$ cat config.mk
export PLATFORM = sky130hd
export DESIGN_NAME = mem_stage
export DESIGN_NICKNAME = d
export VERILOG_FILES = /design/src/rtl/mem_pkg.sv /design/src/rtl/load_align.sv /design/src/rtl/mem_stage.sv
export SDC_FILE = /design/constraint.sdc
export NUM_CORES = 1
export LEC_CHECK = 0
export BUFFER_PORTS_ARGS = -buffer_cell sky130_fd_sc_hd__buf_2
export CAP_MARGIN = 10
export CELL_PAD_IN_SITES_DETAIL_PLACEMENT = 1
export CELL_PAD_IN_SITES_GLOBAL_PLACEMENT = 1
export CORE_MARGIN = 1
export CORE_UTILIZATION = 36
export CTS_CLUSTER_DIAMETER = 40
export CTS_CLUSTER_SIZE = 40
export DETAILED_ROUTE_END_ITERATION = 12
export PLACE_DENSITY_LB_ADDON = 0.05
export SLEW_MARGIN = 30
export SYNTH_ARGS = -nofsm -noshare
export SYNTH_HDL_FRONTEND = slang
export SYNTH_HIERARCHICAL = 1
export SYNTH_SLANG_ARGS = --single-unit
$ cat constraint.sdc
create_clock -name clk -period 2.7 [get_ports clk]
set_input_delay 0.405 -clock clk [delete_from_list [all_inputs] [get_ports clk]]
set_output_delay 0.405 -clock clk [all_outputs]
set_load 0.05 [all_outputs]
$ cat src/rtl/mem_pkg.sv
// rtl/mem_pkg.sv - Access encodings, FSM states and strobe/alignment helpers for mem_stage
package mem_pkg;

    localparam int STRB_WIDTH = 8;

    localparam logic [2:0] F3_B  = 3'b000;
    localparam logic [2:0] F3_H  = 3'b001;
    localparam logic [2:0] F3_W  = 3'b010;
    localparam logic [2:0] F3_D  = 3'b011;
    localparam logic [2:0] F3_BU = 3'b100;
    localparam logic [2:0] F3_HU = 3'b101;
    localparam logic [2:0] F3_WU = 3'b110;

    localparam logic [1:0] SZ_B = 2'b00;
    localparam logic [1:0] SZ_H = 2'b01;
    localparam logic [1:0] SZ_W = 2'b10;
    localparam logic [1:0] SZ_D = 2'b11;

    typedef enum logic {
        IDLE = 1'b0,
        WAIT = 1'b1
    } state_e;

    function automatic logic [STRB_WIDTH-1:0] size_mask(input logic [1:0] size);
        case (size)
            SZ_B:    return 8'h01;
            SZ_H:    return 8'h03;
            SZ_W:    return 8'h0F;
            default: return 8'hFF;
        endcase
    endfunction

    // Byte-offset bits that must be zero for a naturally aligned access of this size.
    function automatic logic [2:0] align_mask(input logic [1:0] size);
        case (size)
            SZ_B:    return 3'b000;
            SZ_H:    return 3'b001;
            SZ_W:    return 3'b011;
            default: return 3'b111;
        endcase
    endfunction

endpackage

$ cat src/rtl/load_align.sv
// rtl/load_align.sv - Lane shift, size truncation and sign/zero extension of load data
module load_align
    import mem_pkg::*;
#(
    parameter int BUS_WIDTH = 64
) (
    input  logic [BUS_WIDTH-1:0] i_rdata,
    input  logic [2:0]           i_offset,
    input  logic [2:0]           i_funct3,
    output logic [5:0]           o_shamt,
    output logic [BUS_WIDTH-1:0] o_load_data
);

    logic [BUS_WIDTH-1:0] w_shifted;

    assign o_shamt   = {i_offset, 3'b000};
    assign w_shifted = i_rdata >> o_shamt;

    always_comb begin
        o_load_data = w_shifted;
        case (i_funct3)
            F3_B:    o_load_data = {{(BUS_WIDTH-8){w_shifted[7]}}, w_shifted[7:0]};
            F3_H:    o_load_data = {{(BUS_WIDTH-16){w_shifted[15]}}, w_shifted[15:0]};
            F3_W:    o_load_data = {{(BUS_WIDTH-32){w_shifted[31]}}, w_shifted[31:0]};
            F3_D:    o_load_data = w_shifted;
            F3_BU:   o_load_data = {{(BUS_WIDTH-8){1'b0}}, w_shifted[7:0]};
            F3_HU:   o_load_data = {{(BUS_WIDTH-16){1'b0}}, w_shifted[15:0]};
            F3_WU:   o_load_data = {{(BUS_WIDTH-32){1'b0}}, w_shifted[31:0]};
            default: o_load_data = w_shifted;
        endcase
    end

endmodule

$ cat src/rtl/mem_stage.sv
// rtl/mem_stage.sv - Pipeline memory-access stage: dmem req/ack loads and stores, writeback forwarding
// MEM_MISALIGN_TRAP_EN: misaligned accesses trap via misalign_exc instead of being aligned down.
module mem_stage
    import mem_pkg::*;
#(
    parameter int BUS_WIDTH      = 64,
    parameter int FUNCT3_WIDTH   = 3,
    parameter int REG_ADDR_WIDTH = 5
) (
    input  logic                      clk,
    input  logic                      rst_n,
    input  logic                      valid_in,
    input  logic [BUS_WIDTH-1:0]      alu_fpu_result,
    input  logic [BUS_WIDTH-1:0]      store_data,
    input  logic                      mem_read,
    input  logic                      mem_write,
    input  logic [FUNCT3_WIDTH-1:0]   funct3,
    input  logic [REG_ADDR_WIDTH-1:0] rd,
    input  logic                      reg_write,
    output logic                      stall_out,
    output logic                      dmem_req,
    output logic                      dmem_we,
    output logic [BUS_WIDTH-1:0]      dmem_addr,
    output logic [BUS_WIDTH-1:0]      dmem_wdata,
    output logic [STRB_WIDTH-1:0]     dmem_wstrb,
    input  logic                      dmem_ack,
    input  logic [BUS_WIDTH-1:0]      dmem_rdata,
`ifdef MEM_MISALIGN_TRAP_EN
    output logic                      misalign_exc,
`endif
    output logic                      valid_out,
    output logic [BUS_WIDTH-1:0]      wb_data,
    output logic [REG_ADDR_WIDTH-1:0] rd_out,
    output logic                      reg_write_out
);

    state_e r_state;
    state_e w_next_state;

    logic                      r_valid_out;
    logic [BUS_WIDTH-1:0]      r_wb_data;
    logic [REG_ADDR_WIDTH-1:0] r_rd_out;
    logic                      r_reg_write_out;
    logic                      r_dmem_req;
    logic                      r_dmem_we;
    logic [BUS_WIDTH-1:0]      r_dmem_addr;
    logic [BUS_WIDTH-1:0]      r_dmem_wdata;
    logic [STRB_WIDTH-1:0]     r_dmem_wstrb;

    logic [2:0]                r_off;
    logic [FUNCT3_WIDTH-1:0]   r_f3;
    logic                      r_is_load;
    logic [REG_ADDR_WIDTH-1:0] r_rd;
    logic                      r_reg_write;

    logic                      w_accept;
    logic                      w_is_mem;
    logic                      w_issue;
    logic                      w_ack_done;
    logic [2:0]                w_amask;
    logic [2:0]                w_eff_off;
    logic [2:0]                w_al_off;
    logic [FUNCT3_WIDTH-1:0]   w_al_f3;
    logic [5:0]                w_shamt;
    logic [BUS_WIDTH-1:0]      w_load_data;

    assign w_accept   = valid_in && (r_state == IDLE);
    assign w_is_mem   = mem_read || mem_write;
    assign w_ack_done = (r_state == WAIT) && dmem_ack;
    assign w_amask    = align_mask(funct3[1:0]);
    assign w_eff_off  = alu_fpu_result[2:0] & ~w_amask;

`ifdef MEM_MISALIGN_TRAP_EN
    logic r_misalign_exc;
    logic w_misalign;
    assign w_misalign   = |(alu_fpu_result[2:0] & w_amask);
    assign w_issue      = w_accept && w_is_mem && !w_misalign;
    assign misalign_exc = r_misalign_exc;
`else
    assign w_issue      = w_accept && w_is_mem;
`endif

    // One aligner serves both paths: store lane shift at accept, load extraction at ack.
    assign w_al_off = (r_state == WAIT) ? r_off : w_eff_off;
    assign w_al_f3  = (r_state == WAIT) ? r_f3  : funct3;

    load_align #(
        .BUS_WIDTH (BUS_WIDTH)
    ) u_load_align (
        .i_rdata     (dmem_rdata),
        .i_offset    (w_al_off),
        .i_funct3    (w_al_f3),
        .o_shamt     (w_shamt),
        .o_load_data (w_load_data)
    );

    always_ff @(posedge clk or negedge rst_n) begin
        if (!rst_n) begin
            r_state <= IDLE;
        end else begin
            r_state <= w_next_state;
        end
    end

    always_comb begin
        w_next_state = r_state;
        case (r_state)
            IDLE:    if (w_issue) w_next_state = WAIT;
            WAIT:    if (dmem_ack) w_next_state = IDLE;
            default: w_next_state = IDLE;
        endcase
    end

    always_ff @(posedge clk or negedge rst_n) begin
        if (!rst_n) begin
            r_valid_out     <= 1'b0;
            r_wb_data       <= '0;
            r_rd_out        <= '0;
            r_reg_write_out <= 1'b0;
            r_dmem_req      <= 1'b0;
            r_dmem_we       <= 1'b0;
            r_dmem_addr     <= '0;
            r_dmem_wdata    <= '0;
            r_dmem_wstrb    <= '0;
            r_off           <= '0;
            r_f3            <= '0;
            r_is_load       <= 1'b0;
            r_rd            <= '0;
            r_reg_write     <= 1'b0;
`ifdef MEM_MISALIGN_TRAP_EN
            r_misalign_exc  <= 1'b0;
`endif
        end else begin
            r_valid_out <= 1'b0;
`ifdef MEM_MISALIGN_TRAP_EN
            r_misalign_exc <= 1'b0;
            if (w_accept && w_is_mem && w_misalign) begin
                r_misalign_exc  <= 1'b1;
                r_valid_out     <= 1'b1;
                r_wb_data       <= alu_fpu_result;
                r_rd_out        <= rd;
                r_reg_write_out <= 1'b0;
            end
`endif
            if (w_accept && !w_is_mem) begin
                r_valid_out     <= 1'b1;
                r_wb_data       <= alu_fpu_result;
                r_rd_out        <= rd;
                r_reg_write_out <= reg_write;
            end
            if (w_issue) begin
                r_dmem_req   <= 1'b1;
                r_dmem_we    <= mem_write;
                r_dmem_addr  <= {alu_fpu_result[BUS_WIDTH-1:3], 3'b000};
                r_dmem_wdata <= store_data << w_shamt;
                r_dmem_wstrb <= mem_write ? (size_mask(funct3[1:0]) << w_eff_off) : '0;
                r_off        <= w_eff_off;
                r_f3         <= funct3;
                r_is_load    <= mem_read;
                r_rd         <= rd;
                r_reg_write  <= reg_write;
            end
            if (w_ack_done) begin
                r_dmem_req      <= 1'b0;
                r_valid_out     <= 1'b1;
                r_rd_out        <= r_rd;
                r_reg_write_out <= r_is_load && r_reg_write;
                if (r_is_load) begin
                    r_wb_data <= w_load_data;
                end
            end
        end
    end

    assign stall_out     = (r_state == WAIT);
    assign dmem_req      = r_dmem_req;
    assign dmem_we       = r_dmem_we;
    assign dmem_addr     = r_dmem_addr;
    assign dmem_wdata    = r_dmem_wdata;
    assign dmem_wstrb    = r_dmem_wstrb;
    assign valid_out     = r_valid_out;
    assign wb_data       = r_wb_data;
    assign rd_out        = r_rd_out;
    assign reg_write_out = r_reg_write_out;

endmodule

==> flow_metrics.py, run 1 <==
metrics = {
    "routing": {
        "num_vias": 14400,
        "wl_per_cell_um": 23.8,
        "antenna_left": 0,
        "first_iter_violations": 1021,
        "remaining_drc_errors": 0,
        "routed_wl_um": 61100,
        "routed_via_density": 5.63,
        "firstDrtPassIters": 5,
    },
    "power_and_ir_drop": {
        "power_density_mw_per_mm2": 1020,
        "power_leakage_nw": 9.91,
        "peakVddDrop_uv": 654,
    },
    "global_routing": {
        "grt_pass1_vias": 15000,
        "overflow": 0,
        "grt_start_max_net_pins": 96,
        "antenna_found_initial": 9,
        "grt_first_pass_wirelength_um": 92700,
        "grt_usage_pct": 29.1,
    },
    "worst_setup_path": {
        "critPathKind": "reg -> reg",
        "cp_common_cell": "buf_4",
        "critPathRequiredTime_ns": 3.13,
        "cp_slowest_cell": "dfrtp_2",
        "critPathArrivalTime_ns": 2.99,
        "cp-end-kind": "flip-flop",
        "crit_fanout": 26,
        "startpoint": "stall_out$_DFF_PN0_",
        "crit_path_start_kind": "flip-flop",
        "cp_cell_sequence": "buf_4 > o21ai_4 > buf_12 > buf_4 > mux4_2 > mux2i_1 > buf_4 > o21ai_0 > nand2_1 > o21ai_0",
        "slowest_delay_ns": 0.48,
        "r2r_start": "stall_out$_DFF_PN0_",
    },
    "cts": {
        "cts.sinks": 220,
        "path_clk_slew_ns": 0.05,
        "htreeDepth": 2,
        "clockBufferDepth": 3,
        "cts_buffers": 46,
        "cts_tree": "yes",
        "clock_latency_ns": 0.57,
        "cts_root_buf": "clkbuf_16",
    },
    "synth": {
        "synth_ff_type": "dfrtp_1",
        "async_flop_share_pct": 100,
        "ys_types": 60,
        "synth_seq_cells": 220,
        "syn_inst": 1540,
        "synth-seq-area-share_pct": 37.2,
        "synth_edf_count": 0,
        "avgSynthCellArea_sq_um": 9.60,
        "ys.warnings.count": 6,
        "syn-cell-area_sq_mm": 0.0148,
    },
    "floorplanning": {
        "io_pins": 417,
        "die_w_um": 205,
        "rows": 73,
        "core_sq_mm": 0.0401,
        "die_area_sq_mm": 0.0419,
        "start_util_pct": 36.9,
        "die_h_um": 205,
    },
    "place": {
        "place_congestion": 0.916,
        "dp_hpwl_um": 46700,
        "placed_cells": 2472,
        "port_buffers": 413,
    },
    "worst_hold_path": {
        "worstHoldStart": "rd[0]",
        "holdCritPathClass": "in -> reg",
    },
    "timing": {
        "fin_setup_tns_ns": 0,
        "max-slew-margin-rel_pct": 54.5,
        "hold_slack_ns": 0.0410,
        "fmax_ghz": 0.391,
        "setup_viol": 0,
        "hold_violations": 0,
        "slew_viol_final": 0,
        "tightest_slew_ns": 0.676,
        "fin_skew_ns": 0.0143,
        "min_period_over_period_pct": 94.8,
        "period_minus_slack_ns": 2.56,
    },
    "status": {
        "status": "finished clean",
    },
    "final_layout": {
        "syn_to_final_growth_pct": 34.1,
        "nets": 2206,
        "layout-drive-gt1-share_pct": 38.9,
        "fin_cells": 2567,
        "num-fill-cells": 4665,
    },
    "run": {
        "drv_cap": 0,
    },
}
## state kept, by name, summed over array words and instances (netlist names)
| name | count |
|---|---|
| rd_out | 5 |
| r_off | 3 |
| wb_data | 64 |
| r_is_load | 1 |
| r_rd | 5 |
| reg_write_out | 1 |
| dmem_wdata | 64 |
| r_reg_write | 1 |
| dmem_addr | 61 |
| dmem_wstrb | 8 |
| stall_out | 1 |
| r_f3 | 3 |
| dmem_we | 1 |
| valid_out | 1 |
| dmem_req | 1 |
## final cells by class
cell class                 count  area (sq um)  area share [%]
antenna                        6          15.0          0.0757
clock buffer                  53          1220            6.14
clock inverter                32           469            2.37
inverter                      13          48.8           0.246
multi-input combinational   1171          8640            43.6
sequential                   220          5510            27.8
tap                          525           657            3.31
timing repair buffer         547          3270            16.5
## critical path, delay by kind of cell, from the launching register on
kind                   cells  cell delay, ns
buffers and inverters      4            0.73
flip-flops                 1            0.48
AO/OA/AOI/OAI              3            0.32
multiplexers               2            0.79
AND/OR/NAND/NOR            1            0.08
## final timing paths
| check | to | slack [ns] | depth (start not counted) |
|---|---|---|---|
| worst max-delay path | wb_data[10]$_DFF_PN0_ | 0.14 | 10 |
| worst min-delay path | r_rd[0]$_DFFE_PN0P_ | 0.04 | 3 |
| worst max register to register | wb_data[10]$_DFF_PN0_ | 0.14 | 10 |
| worst min register to register | dmem_addr[6]$_DFFE_PN0P_ | 0.47 | 2 |
| max in group asynchronous | dmem_addr[6]$_DFFE_PN0P_ | 1.65 | 3 |
| min in group asynchronous | dmem_addr[35]$_DFFE_PN0P_ | 0.26 | 2 |
## where the power goes
| group | switching (mW) | internal, mW |
|---|---|---|
| Sequential | 0.686 | 4.36 |
| Combinational | 6.56 | 2.53 |
| Clock | 2.04 | 4.13 |
| Total | 9.29 | 11.0 |
## logic make-up (layout without fill, tap and decap cells)
kind of cell / count (synthesis) / count (layout) / share of synthesized area [%]
AOI/OAI and AO/OA: 282 / 282 / 12.3
buffers and inverters: 153 / 645 / 4.87
DFF: 220 / 220 / 37.2
muxes: 289 / 289 / 28.5
other: 2 / 12 / 0.0508
and+or+nand+nor: 594 / 594 / 17.0
## synthesized netlist by cell type, types with 20 or more instances
library cell,number,share of area [%]
dfrtp_1,220,37
a21oi_1,21,0.71
mux4_2,100,15
buf_2,24,0.81
mux2i_1,142,9.6
a22o_1,20,1.2
nor2_1,53,1.3
mux2_2,45,3.4
nand3_1,26,0.88
o21ai_0,135,4.6
buf_1,20,0.51
clkbuf_1,75,1.9
nand4_1,32,1.4
nand2_1,423,11
## per-stage QoR
| step | power (mW) | setup WS (ns) | util [%] | cell area, sq um |
|---|---|---|---|---|
| finish | 20.3 | 0.141 | 49.4 | 19800 |
| global route | 21.2 | -0.00845 | 49.4 | 19800 |
| CTS | 20.4 | 0.0531 | 49.3 | 19800 |
| detailed placement | 14.1 | -0.0968 | 45.1 | 18100 |
| global placement | 14.0 | -0.110 | 45.1 | 18100 |
| floorplan | 11.2 | 0.00693 | - | 14800 |
## what timing repair did
action / CTS / global route
hold endpoints to repair: 205 / 0
buffers inserted: 0 / 3
endpoints found under the setup margin: 0 / 9
hold buffers: 1 / 0
resized for setup: 0 / 1
## layer usage
layer,wire length [um],global-route usage (%),vias up
li1,-,-,6526
met1,25800,37.9,7292
met2,28800,46.6,515
met3,4820,7.76,103
met4,1690,9.49,10
met5,68,0,-
## cells in the final DEF, fill, tap and decap left out, types with 6 or more instances in the layout
cell type    n
a21oi_1     21
a22o_1      20
a22oi_1     12
a2bb2oi_1    9
and3_1      11
buf_12      15
buf_2      412
buf_4      118
bufinv_16    9
clkbuf_16   46
clkinv_2     8
conb_1       6
dfrtp_1    219
diode_2      6
inv_1       12
mux2_2      45
mux2i_1    142
mux4_2     100
nand2_1    421
nand3_1     26
nand4_1     32
nor2_1      52
nor2b_1     13
nor3_1       7
o211ai_1    19
o21ai_0    131
o221ai_1    10
o22ai_1     10
o2bb2ai_1    9
Power figures use the tool's default switching activity.
==> inputs of run 2 (changes only) <==
--- a/config.mk
+++ b/config.mk
@@ -10,7 +10,7 @@
 export CELL_PAD_IN_SITES_DETAIL_PLACEMENT = 1
 export CELL_PAD_IN_SITES_GLOBAL_PLACEMENT = 1
 export CORE_MARGIN = 1
-export CORE_UTILIZATION = 36
+export CORE_UTILIZATION = 23
 export CTS_CLUSTER_DIAMETER = 40
 export CTS_CLUSTER_SIZE = 40
 export DETAILED_ROUTE_END_ITERATION = 12
==> flow_metrics.py, run 2 (same netlist as run 1, synthesis figures left out) <==
metrics = {
    "status": {
        "status": "finished clean",
    },
    "floorplanning": {
        "die_w_um": 256,
        "rows": 92,
        "io_pins": 417,
        "core_sq_mm": 0.0633,
        "die_area_sq_mm": 0.0653,
        "start_util_pct": 23.4,
        "die_h_um": 256,
    },
    "place": {
        "placed_cells": 2810,
        "placed_cell_area_sq_mm": 0.0186,
        "place_congestion": 0.849,
        "port_buffers": 413,
        "dp_hpwl_um": 53800,
    },
    "final_layout": {
        "num-fill-cells": 7329,
        "mostFrequentLayoutCells": "nand2_1 (421), buf_2 (412), dfrtp_1 (219)",
        "final_common_cell": "nand2_1",
        "syn_to_final_growth_pct": 42.0,
        "fin_area_sq_mm": 0.0210,
        "fin_cells": 2937,
        "layout-drive-gt1-share_pct": 40.2,
        "nets": 2246,
    },
    "global_routing": {
        "grt_first_pass_wirelength_um": 106000,
        "antenna_found_initial": 8,
        "grt_start_max_net_pins": 74,
        "grt_pass1_vias": 15500,
        "overflow": 0,
        "grt_usage_pct": 21.5,
    },
    "routing": {
        "wl_per_cell_um": 24.0,
        "routed_wl_um": 70600,
        "num_vias": 14300,
        "firstDrtPassIters": 5,
        "antenna_left": 0,
        "routed_via_density": 4.87,
        "remaining_drc_errors": 0,
        "first_iter_violations": 812,
    },
    "timing": {
        "min_period_over_period_pct": 96.6,
        "grt_setup_unrepaired": "false",
        "slew_viol_final": 0,
        "setup_viol": 0,
        "fin_skew_ns": 0.0151,
        "fin_setup_tns_ns": 0,
        "period_minus_slack_ns": 2.61,
        "tightest_slew_ns": 0.751,
        "max-slew-margin-rel_pct": 49.4,
        "hold_violations": 0,
        "fmax_ghz": 0.384,
    },
    "worst_setup_path": {
        "critPathRequiredTime_ns": 3.12,
        "critPathArrivalTime_ns": 3.03,
        "critPathKind": "reg -> reg",
        "crit_path_start_kind": "flip-flop",
        "crit_fanout": 21,
        "cp-end-kind": "flip-flop",
    },
    "cts": {
        "cts_root_buf": "clkbuf_16",
        "path_clk_slew_ns": 0.04,
        "htreeDepth": 3,
        "cts_buffers": 67,
        "cts.sinks": 220,
        "cts_tree": "yes",
        "clock_latency_ns": 0.58,
        "clockBufferDepth": 3,
    },
    "power_and_ir_drop": {
        "power_leakage_nw": 10.3,
        "peakVddDrop_uv": 494,
        "power_density_mw_per_mm2": 1060,
    },
    "run": {
        "drv_cap": 0,
    },
    "worst_hold_path": {
        "holdCritPathClass": "in -> reg",
    },
}
==> run 2: changes by cell type in the layout (fill, tap and decap cells not counted), moves of 3 or more <==
| cell | delta |
|---|---|
| diode_2 | -3 |
| clkbuf_16 | +24 |
| buf_6 | +5 |
| clkbuf_1 | +6 |
| buf_4 | +10 |
| clkinv_4 | -5 |
| clkbuf_8 | +5 |
| clkinv_2 | +5 |
==> run 2: per-layer routing <==
| layer | GRT usage, % | routed length, um |
|---|---|---|
| met5 | 0 | 54 |
| met4 | 5.72 | 1570 |
| met3 | 4.93 | 3670 |
| met2 | 33.6 | 32400 |
| met1 | 29.6 | 32900 |
==> run 2: worst paths after layout <==
kind / from / depth (start not counted) / slack (ns) / to
setup / recovery: stall_out$_DFF_PN0_ / 9 / 0.09 / dmem_wdata[58]$_DFFE_PN0P_
min in group asynchronous: rst_n / 2 / 0.39 / dmem_addr[16]$_DFFE_PN0P_
hold / removal: alu_fpu_result[44] / 3 / 0.04 / dmem_addr[44]$_DFFE_PN0P_
max in group asynchronous: rst_n / 4 / 1.44 / dmem_addr[27]$_DFFE_PN0P_
hold reg to reg: dmem_addr[41]$_DFFE_PN0P_ / 2 / 0.46 / dmem_addr[41]$_DFFE_PN0P_
setup reg to reg: stall_out$_DFF_PN0_ / 9 / 0.09 / dmem_wdata[58]$_DFFE_PN0P_
==> run 2: what timing repair did <==
action / CTS / global route
resized for setup: 1 / 10
pin swaps: 0 / 2
endpoints found under the hold margin: 62 / 0
endpoints found under the setup margin: 1 / 40
hold buffers: 3 / 0
setup buffers: 0 / 2
gates cloned: 0 / 1
==> run 2: critical path: stages (launching register included) <==
cell and delay, ns:
dfrtp_2 0.45, buf_4 0.17, o21ai_4 0.24, buf_4 0.29
clkinv_1 0.14, buf_4 0.25, mux2i_1 0.35, buf_4 0.17
a2bb2oi_1 0.24, o211ai_1 0.13
==> run 2: through the flow <==
stage	hold WS (ns)	setup WS, ns	utilization [%]	power (mW)
4_1_cts	0.00588	0.0332	33.1	22.5
2_1_floorplan	0.109	0.00693	-	11.2
5_1_grt	0.0225	0.00177	33.2	23.3
6_report	0.0373	0.0925	33.2	22.3
3_3_place_gp	0.417	-0.264	29.4	14.4
3_5_place_dp	0.423	-0.297	29.4	14.4
==> run 2: final cells by class <==
class	count	area [sq um]	share of cell area, %
clock buffers	87	1880	8.97
inverters	13	48.8	0.232
well taps	846	1060	5.04
repair buffers	566	3470	16.5
flip-flops and latches	220	5510	26.2
clock inverters	31	379	1.80
multi-input cells	1171	8650	41.2
diodes	3	7.51	0.0357
==> run 2: report_power, final <==
part / switching, mW / total (mW) / internal (mW) / leakage, nW
registers: 0.717 / 5.09 / 4.37 / 2.75
logic: 6.68 / 9.27 / 2.59 / 6.45
clock network: 2.38 / 7.91 / 5.53 / 1.10
total: 9.77 / 22.3 / 12.5 / 10.3
==> inputs of run 3 (changes only) <==
--- a/config.mk
+++ b/config.mk
@@ -5,10 +5,11 @@
 export SDC_FILE = /design/constraint.sdc
 export NUM_CORES = 1
 export LEC_CHECK = 0
-export BUFFER_PORTS_ARGS = -buffer_cell sky130_fd_sc_hd__buf_2
+export BUFFER_PORTS_ARGS = -buffer_cell sky130_fd_sc_hd__buf_4
 export CAP_MARGIN = 10
 export CELL_PAD_IN_SITES_DETAIL_PLACEMENT = 1
 export CELL_PAD_IN_SITES_GLOBAL_PLACEMENT = 1
+export CORE_ASPECT_RATIO = 0.75
 export CORE_MARGIN = 1
 export CORE_UTILIZATION = 23
 export CTS_CLUSTER_DIAMETER = 40
==> flow_metrics.py, run 3 (same netlist as run 1, synthesis figures left out) <==
metrics = {
    "floorplanning": {
        "rows": 80,
        "core_sq_mm": 0.0636,
        "die_h_um": 222,
        "die_area_sq_mm": 0.0653,
        "die_w_um": 295,
        "io_pins": 417,
        "start_util_pct": 23.3,
    },
    "place": {
        "port_buffers": 413,
        "dp_hpwl_um": 55800,
        "placed_cells": 2830,
        "place_congestion": 0.910,
    },
    "cts": {
        "cts_buffers": 42,
        "clock_latency_ns": 0.57,
        "cts_root_buf": "clkbuf_16",
        "path_clk_slew_ns": 0.06,
        "cts_tree": "yes",
        "htreeDepth": 2,
        "cts.sinks": 220,
        "clockBufferDepth": 3,
    },
    "global_routing": {
        "overflow": 0,
        "grt_first_pass_wirelength_um": 105000,
        "antenna_found_initial": 8,
        "grt_start_max_net_pins": 71,
        "grt_usage_pct": 21.5,
        "grt_pass1_vias": 14900,
    },
    "final_layout": {
        "nets": 2224,
        "final_common_cell": "buf_4",
        "layout-drive-gt1-share_pct": 39.4,
        "mostFrequentLayoutCells": "buf_4 (544), nand2_1 (421), dfrtp_1 (219)",
        "fin_cells": 2911,
        "syn_to_final_growth_pct": 44.4,
    },
    "worst_setup_path": {
        "startpoint": "stall_out$_DFF_PN0_",
        "crit_end": "dmem_wdata[20]$_DFFE_PN0P_",
        "critPathRequiredTime_ns": 3.16,
        "r2r_slack_ns": 0.09,
        "critPathKind": "reg -> reg",
        "cp-end-kind": "flip-flop",
        "crit_path_start_kind": "flip-flop",
        "crit_fanout": 56,
        "r2r_cells": 9,
        "critPathArrivalTime_ns": 3.07,
        "r2r-end": "dmem_wdata[20]$_DFFE_PN0P_",
        "r2r_start": "stall_out$_DFF_PN0_",
    },
    "routing": {
        "remaining_drc_errors": 0,
        "antenna_left": 0,
        "num_vias": 14300,
        "firstDrtPassIters": 5,
        "wl_per_cell_um": 24.3,
        "routed_wl_um": 70800,
        "routed_via_density": 4.90,
        "first_iter_violations": 1079,
    },
    "worst_hold_path": {
        "holdCritPathClass": "in -> reg",
    },
    "timing": {
        "period_minus_slack_ns": 2.61,
        "slew_viol_final": 0,
        "setup_viol": 0,
        "tightest_slew_ns": 0.785,
        "hold_violations": 0,
        "hold_slack_ns": 0.0340,
        "fmax_ghz": 0.383,
        "grt_setup_unrepaired": "true",
        "min_period_over_period_pct": 96.7,
        "fin_skew_ns": 0.0223,
        "max-slew-margin-rel_pct": 47.5,
    },
    "power_and_ir_drop": {
        "power_density_mw_per_mm2": 978,
        "power_leakage_nw": 10.2,
        "peakVddDrop_uv": 431,
    },
    "status": {
        "status": "finished clean",
    },
    "run": {
        "drv_cap": 0,
    },
}
run 3: how the worst min path moves through the flow:
stage,from,endpoint,slack (ns),cells past startpoint
finish,alu_fpu_result[40],dmem_addr[40]$_DFFE_PN0P_,0.03,3
floorplan,rst_n,dmem_addr[10]$_DFFE_PN0P_,0.11,0
CTS,alu_fpu_result[40],dmem_addr[40]$_DFFE_PN0P_,0.004,3
detailed placement,r_f3[1]$_DFFE_PN0P_,r_f3[1]$_DFFE_PN0P_,0.46,2
global route,rd[4],r_rd[4]$_DFFE_PN0P_,0.03,3
global placement,dmem_wdata[17]$_DFFE_PN0P_,dmem_wdata[17]$_DFFE_PN0P_,0.46,2
run 3: per-layer routing:
layer	routed length [um]	share of wire, %	GRT usage (%)	vias up
li1	-	-	-	6562
met5	58	0.082	0	-
met2	28500	40	29.1	432
met1	35900	51	33.3	7182
met3	5390	7.6	6.37	70
met4	976	1.4	4.12	8
run 3: area by class of cell:
cell class / instances / area (sq um)
well taps: 861 / 1080
inverters: 13 / 48.8
clock buffers: 53 / 1180
clock inverters: 22 / 328
repair buffers: 569 / 4550
multi-input cells: 1171 / 8650
flip-flops and latches: 220 / 5510
fillers: 7283 / 42200
diodes: 2 / 5.00
run 3: what timing repair did:
item / in CTS / in global routing
buffers inserted: 0 / 3
pin swaps: 0 / 1
setup endpoints to repair: 1 / 44
resized for setup: 1 / 4
hold buffers: 1 / 0
endpoints found under the hold margin: 61 / 0
run 3: per-stage QoR:
stage / util, % / TNS (ns) / cell area, sq um / worst slack [ns] / power (mW)
after global routing: 33.6 / -0.00143 / 21400 / -0.00143 / 21.9
final: 33.6 / 0 / 21400 / 0.0883 / 20.9
after CTS: 33.5 / 0 / 21300 / 0.0418 / 21.1
after detailed placement: 31.1 / -4.53 / 19800 / -0.260 / 15.2
after global placement: 31.1 / -1.11 / 19800 / -0.277 / 15.2
after floorplan: - / 0 / 14800 / 0.00693 / 11.2
run 3: power by group:
part	internal [mW]	switching, mW	leakage [nW]
clock	3.77	1.94	0.729
combinational	3.31	6.78	6.77
sequential	4.36	0.730	2.75
total	11.4	9.45	10.2
run 3: critical path, stage by stage (launching register included):
cell and delay [ns]:
dfrtp_2 0.49, o21ai_4 0.30, buf_4 0.32, clkinv_1 0.16, buf_12 0.23, nand2_1 0.22, o22ai_1 0.19, o21ai_0 0.35
buf_4 0.18, nand2_1 0.05
